File: config.mk
export PLATFORM = sky130hd
export DESIGN_NAME = trak_emu
export DESIGN_NICKNAME = d
export VERILOG_FILES = /design/src/rtl/trak_emu.sv
export SDC_FILE = /design/constraint.sdc
export NUM_CORES = 1
export LEC_CHECK = 0
export CORE_UTILIZATION = 59
export DETAILED_ROUTE_END_ITERATION = 6
export HOLD_SLACK_MARGIN = 0.03
export PLACE_DENSITY_LB_ADDON = 0.25
export SLEW_MARGIN = 20
export SYNTH_ARGS = -nofsm -noshare
export SYNTH_HDL_FRONTEND = slang
export SYNTH_SLANG_ARGS = --single-unit
File: constraint.sdc
create_clock -name clk_12mhz -period 5.5 [get_ports clk_12mhz]
set_input_delay 1.1 -clock clk_12mhz [delete_from_list [all_inputs] [get_ports clk_12mhz]]
set_output_delay 1.1 -clock clk_12mhz [all_outputs]
set_load 0.03 [all_outputs]
File: src/rtl/trak_emu.sv
// trak_emu: trackball emulator turning host pointer deltas into paced 4-bit quadrature counts.
// Define TRAK_JOY_EN to build the digital-direction injection path (joy_i, JOY_DIV).
module trak_emu #(
  parameter int STEP_DIV = 12000,
  parameter int JOY_DIV  = 4
) (
  input  logic       clk_12mhz,
  input  logic       reset_n,
  input  logic       delta_valid_i,
  input  logic [7:0] dx_i,
  input  logic [7:0] dy_i,
  input  logic       flip_i,
  input  logic [3:0] joy_i,
  output logic [7:0] trakball_o,
  output logic [1:0] dir_o,
  output logic       busy_o
);
  localparam int TW = $clog2(STEP_DIV);

  logic [TW-1:0]      tick_cnt;
  logic               tick;
  logic signed [9:0]  hacc, vacc, hacc_nxt, vacc_nxt;
  logic [3:0]         hcnt, vcnt;
  logic               hdir, vdir;
  logic signed [11:0] dx_ext, dy_ext, hdelta, vdelta, hjoy, vjoy, hstep, vstep;

  function automatic logic signed [9:0] sat10(input logic signed [11:0] v);
    if (v > 12'sd511)
      sat10 = 10'sd511;
    else if (v < -12'sd512)
      sat10 = -10'sd512;
    else
      sat10 = v[9:0];
  endfunction

  function automatic logic signed [11:0] step_of(input logic t, input logic signed [9:0] acc);
    step_of = 12'sd0;
    if (t && acc > 10'sd0)
      step_of = 12'sd1;
    else if (t && acc < 10'sd0)
      step_of = -12'sd1;
  endfunction

  assign tick = (tick_cnt == TW'(STEP_DIV - 1));

  always_ff @(posedge clk_12mhz or negedge reset_n) begin
    if (!reset_n)
      tick_cnt <= '0;
    else if (tick)
      tick_cnt <= '0;
    else
      tick_cnt <= tick_cnt + TW'(1);
  end

`ifdef TRAK_JOY_EN
  localparam int JW = (JOY_DIV > 1) ? $clog2(JOY_DIV) : 1;
  logic [JW-1:0] joy_cnt;
  logic          joy_fire;

  assign joy_fire = tick && (joy_cnt == JW'(JOY_DIV - 1));

  always_ff @(posedge clk_12mhz or negedge reset_n) begin
    if (!reset_n)
      joy_cnt <= '0;
    else if (joy_fire)
      joy_cnt <= '0;
    else if (tick)
      joy_cnt <= joy_cnt + JW'(1);
  end

  // joy_i = {up, down, left, right}; right/down push positive, opposites cancel
  always_comb begin
    hjoy = 12'sd0;
    vjoy = 12'sd0;
    if (joy_fire) begin
      hjoy = {11'd0, joy_i[0]} - {11'd0, joy_i[1]};
      vjoy = {11'd0, joy_i[2]} - {11'd0, joy_i[3]};
      if (flip_i) begin
        hjoy = -hjoy;
        vjoy = -vjoy;
      end
    end
  end
`else
  localparam int unused_joy_div = JOY_DIV;
  logic unused_joy;
  assign unused_joy = ^joy_i;
  assign hjoy = 12'sd0;
  assign vjoy = 12'sd0;
`endif

  assign dx_ext = {{4{dx_i[7]}}, dx_i};
  assign dy_ext = {{4{dy_i[7]}}, dy_i};

  always_comb begin
    hdelta = 12'sd0;
    vdelta = 12'sd0;
    if (delta_valid_i) begin
      hdelta = flip_i ? -dx_ext : dx_ext;
      vdelta = flip_i ? -dy_ext : dy_ext;
    end
  end

  // Step is taken from the pre-update accumulator so a same-cycle delta is never lost.
  assign hstep    = step_of(tick, hacc);
  assign vstep    = step_of(tick, vacc);
  assign hacc_nxt = sat10({{2{hacc[9]}}, hacc} + hdelta + hjoy - hstep);
  assign vacc_nxt = sat10({{2{vacc[9]}}, vacc} + vdelta + vjoy - vstep);

  always_ff @(posedge clk_12mhz or negedge reset_n) begin
    if (!reset_n) begin
      hacc   <= '0;
      vacc   <= '0;
      hcnt   <= '0;
      vcnt   <= '0;
      hdir   <= 1'b0;
      vdir   <= 1'b0;
      busy_o <= 1'b0;
    end else begin
      hacc   <= hacc_nxt;
      vacc   <= vacc_nxt;
      busy_o <= (hacc != 10'sd0) || (vacc != 10'sd0);
      if (hstep == 12'sd1) begin
        hcnt <= hcnt + 4'd1;
        hdir <= 1'b0;
      end else if (hstep == -12'sd1) begin
        hcnt <= hcnt - 4'd1;
        hdir <= 1'b1;
      end
      if (vstep == 12'sd1) begin
        vcnt <= vcnt + 4'd1;
        vdir <= 1'b0;
      end else if (vstep == -12'sd1) begin
        vcnt <= vcnt - 4'd1;
        vdir <= 1'b1;
      end
    end
  end

  assign trakball_o = {vcnt, hcnt};
  assign dir_o      = {vdir, hdir};
endmodule
==> summary.txt <==
Run status
  – Status: complete, but fails checks
  – Failing checks: DRC

Drt
  – Number of remaining DRC errors: 6
  – Wirelength per Cell: about 14 um
  – Detailed Route WL: 8.099 mm
  – TritonRoute pass-1 iters: 6
  – Via count: 3171
  – 1st-iter DRT viols: 143
  – Via density: around 5.6
  – Final ANT Viol Nets: 0

Worst setup path
  – Crit-path max FO: 9
  – WS Path Type: input pin to flop
  – Startpoint Class: input pin
  – WP data required: 5.72 ns
  – Setup crit end kind: flop
  – WP data arrival: 4.96 ns

Clocking
  – CTS tree: yes
  – Worst skew pair latency: 0.30 ns
  – Number of CTS-inserted buffers: 5
  – Clock buffer depth: 2
  – # clock sinks: 45
  – Post-CTS Setup Bufs: 0
  – CTS hold repair buffers: 0
  – Clock Root Buffer: clkbuf_8
  – Post_cts resized: 0
  – CTS H-Tree Depth: 2
  – Clk pin slew, worst setup/hold paths: about 0.080 ns

Synth
  – Yosys top cell by area: dfrtp_1
  – Syn_nets: 534
  – Syn_area_per_cell: 8.775 sq um
  – Asr flop ratio synth: 100.0%
  – Most frequent cell after synthesis: inv_1
  – Yosys warnings: 0
  – Top cell type's share of synthesized area: between 20% and 30%
  – FF+latch count, synth: 45
  – Synth Instances: between 400 and 500
  – Top cells by area, synth: dfrtp_1 (28%), ha_1 (11%), fa_1 (10%), xnor2_1 (7.0%), inv_1 (6.5%)
  – Main synth FF type: dfrtp_1
  – Register area share after synthesis: 28.20%
  – Post-synth EDFFs: 0
  – Distinct cells, synth: 46
  – Commonest cells post-synth: inv_1 (69), dfrtp_1 (45), nand2_1 (44)
  – Area of the mapped netlist: about 0.004 sq mm

Cells and area
  – Layout area overhead: 12.75%
  – Share of layout cells above drive strength 1: 5.306%
  – Antenna diodes: 0
  – Nets: 568

Floorplan
  – Initial Util: 61.82%
  – Row count: 29
  – Die X: approximately 84 um
  – Die Area: 0.007100 sq mm
  – Ports: 35
  – Core Area: 0.006459 sq mm
  – Die Ht: 84.26 um

GRT
  – Vias in the first global route: 3104
  – GRT overflow: 0
  – Global-route wire length before repair: approximately 14 mm
  – Largest net degree at the start of global routing: 46
  – Total Routing Usage GR: 24.94%
  – Initial antenna violation count: 0

STA
  – Final Max Slew Viols: 0
  – Worst-margin pin slew: 0.5523 ns
  – Final setup fails: 0
  – Max Clock Skew: 0.008416 ns
  – Total Negative Setup Slacks: 0 ns
  – F_max: 210.9 MHz
  – RSZ-0062 raised after global routing: no
  – Relative slew slack: 62.84%
  – Hold Fails Final Rpt: 0
  – Tmin final: ~4.7 ns
  – Crit share post-route: 86.20%

Pwr
  – Switching part of the total: 50.10%
  – Leakage: between 2 and 2.5 nW
  – VDD IR max: 0.7973 mV
  – Sequential power share: 17.8%
  – Int Pwr: 1.429 mW
  – Total power draw: about 2.9 mW
  – Clk pwr share: 9.2%
  – Combinational Power Share: 73.0%
  – NetSw: 1.435 mW
  – Power density cells: 636.2 mW/mm^2

Hold path
  – Worst hold path class: flop to flop

Run
  – Maxcap violations: 0

Place
  – Hpwl dp: 6.532 mm
  – Port Buffers: 30
  – GPL Wtd Cong: 0.9317
## worst paths after layout
check	from	endpoint	slack (ns)	depth (start not counted)
max	dx_i[0]	hacc[3]$_DFF_PN0_	0.76	16
min	vcnt[3]$_DFFE_PN0P_	vcnt[3]$_DFFE_PN0P_	0.47	1
max reg2reg	tick_cnt[0]$_DFF_PN0_	vacc[7]$_DFF_PN0_	0.89	18
min reg2reg	vcnt[3]$_DFFE_PN0P_	vcnt[3]$_DFFE_PN0P_	0.47	1
max in group asynchronous	reset_n	vacc[6]$_DFF_PN0_	4.33	1
min in group asynchronous	reset_n	vcnt[0]$_DFFE_PN0P_	0.79	1
## stage by stage
step | std cells | hold slack, ns | area [sq um] | util (%) | setup slack [ns]
2_1_floorplan | 455 | 0.4479 | 3993 | - | 1.366
3_3_place_gp | 559 | 0.4553 | 4379 | 67.80 | 0.5517
3_5_place_dp | 559 | 0.4587 | 4379 | 67.80 | 0.4793
4_1_cts | 567 | 0.4729 | 4499 | 69.66 | 0.7465
5_1_grt | 567 | 0.4959 | 4502 | 69.70 | 0.3544
6_report | 567 | 0.4677 | 4502 | 69.70 | 0.7589
## power groups by stage
stage / Sequential [mW] / Clock, mW / Combinational, mW
floorplan: 0.498 / 0 / 1.66
global placement: 0.517 / 0 / 1.98
detailed placement: 0.517 / 0 / 2.05
CTS: 0.511 / 0.267 / 2.08
global route: 0.518 / 0.280 / 2.38
finish: 0.510 / 0.263 / 2.09
## registers in the layout, summed over array words and instances (netlist names)
| name | cells |
|---|---|
| vacc | 10 |
| busy_o | 1 |
| tick_cnt | 14 |
| hdir | 1 |
| hacc | 10 |
| vcnt | 4 |
| hcnt | 4 |
| vdir | 1 |
## worst max-delay path, cell delays in order
cell,delay (ns)
clkdlybuf4s50_1,0.54
inv_1,0.06
ha_1,0.21
nand2b_1,0.16
xnor2_1,0.13
nand2_1,0.08
fa_1,0.49
inv_1,0.04
ha_1,0.33
o21ai_0,0.17
nor2_1,0.09
nor4_1,0.43
o311ai_0,0.26
xor2_1,0.43
o21ai_2,0.23
a21oi_1,0.20
## layout make-up
| type | count | area, sq um |
|---|---|---|
| tap | 77 | 96.34 |
| clock buffer | 6 | 82.58 |
| clock inverter | 2 | 37.54 |
| timing repair buffer | 34 | 327.8 |
| multi-input combinational | 334 | 2572 |
| sequential | 45 | 1126 |
| fill | 524 | 1957 |
| inverter | 69 | 259.0 |
## cells in the final DEF, fill, tap and decap left out, types with 2 or more instances in the layout
cell,Yosys,layout
o21ai_0,25,25
a211oi_1,3,3
xor2_1,23,23
nor2_1,38,38
o21bai_1,4,4
a21oi_1,26,26
dfrtp_1,45,45
o21a_1,3,3
a41oi_1,2,2
xnor2_1,32,32
mux2_2,2,2
mux2i_1,2,2
nand4_1,5,5
clkdlybuf4s50_1,0,29
nor4_1,6,6
nand2b_1,3,3
clkbuf_8,0,6
nand3_1,13,13
ha_1,35,35
a21o_1,7,7
a21boi_0,2,2
o211ai_1,2,2
nor2b_1,5,5
inv_1,69,69
nand2_1,44,44
o31ai_1,4,4
and3_1,2,2
or2_2,3,3
nor3_1,6,6
or3_1,3,3
fa_1,20,20
buf_4,2,5
## cell families after synthesis
kind of cell	Yosys count	synth area share, %
buffers and inverters	76	7.364
and+or+nand+nor	134	16.05
muxes	4	1.065
DFF	45	28.20
xor gates and xnor gates	56	12.47
AOI/OAI and AO/OA	85	13.85
adders and majority gates	55	21.00
## metal layers
| layer | GRT usage (%) | wire (um) |
|---|---|---|
| met1 | 33.84 | 3731 |
| met2 | 42.32 | 3970 |
| met3 | 3.343 | 273 |
| met4 | 6.426 | 124 |
| met5 | 0 | 0 |
(Power assumes the default switching activity.)
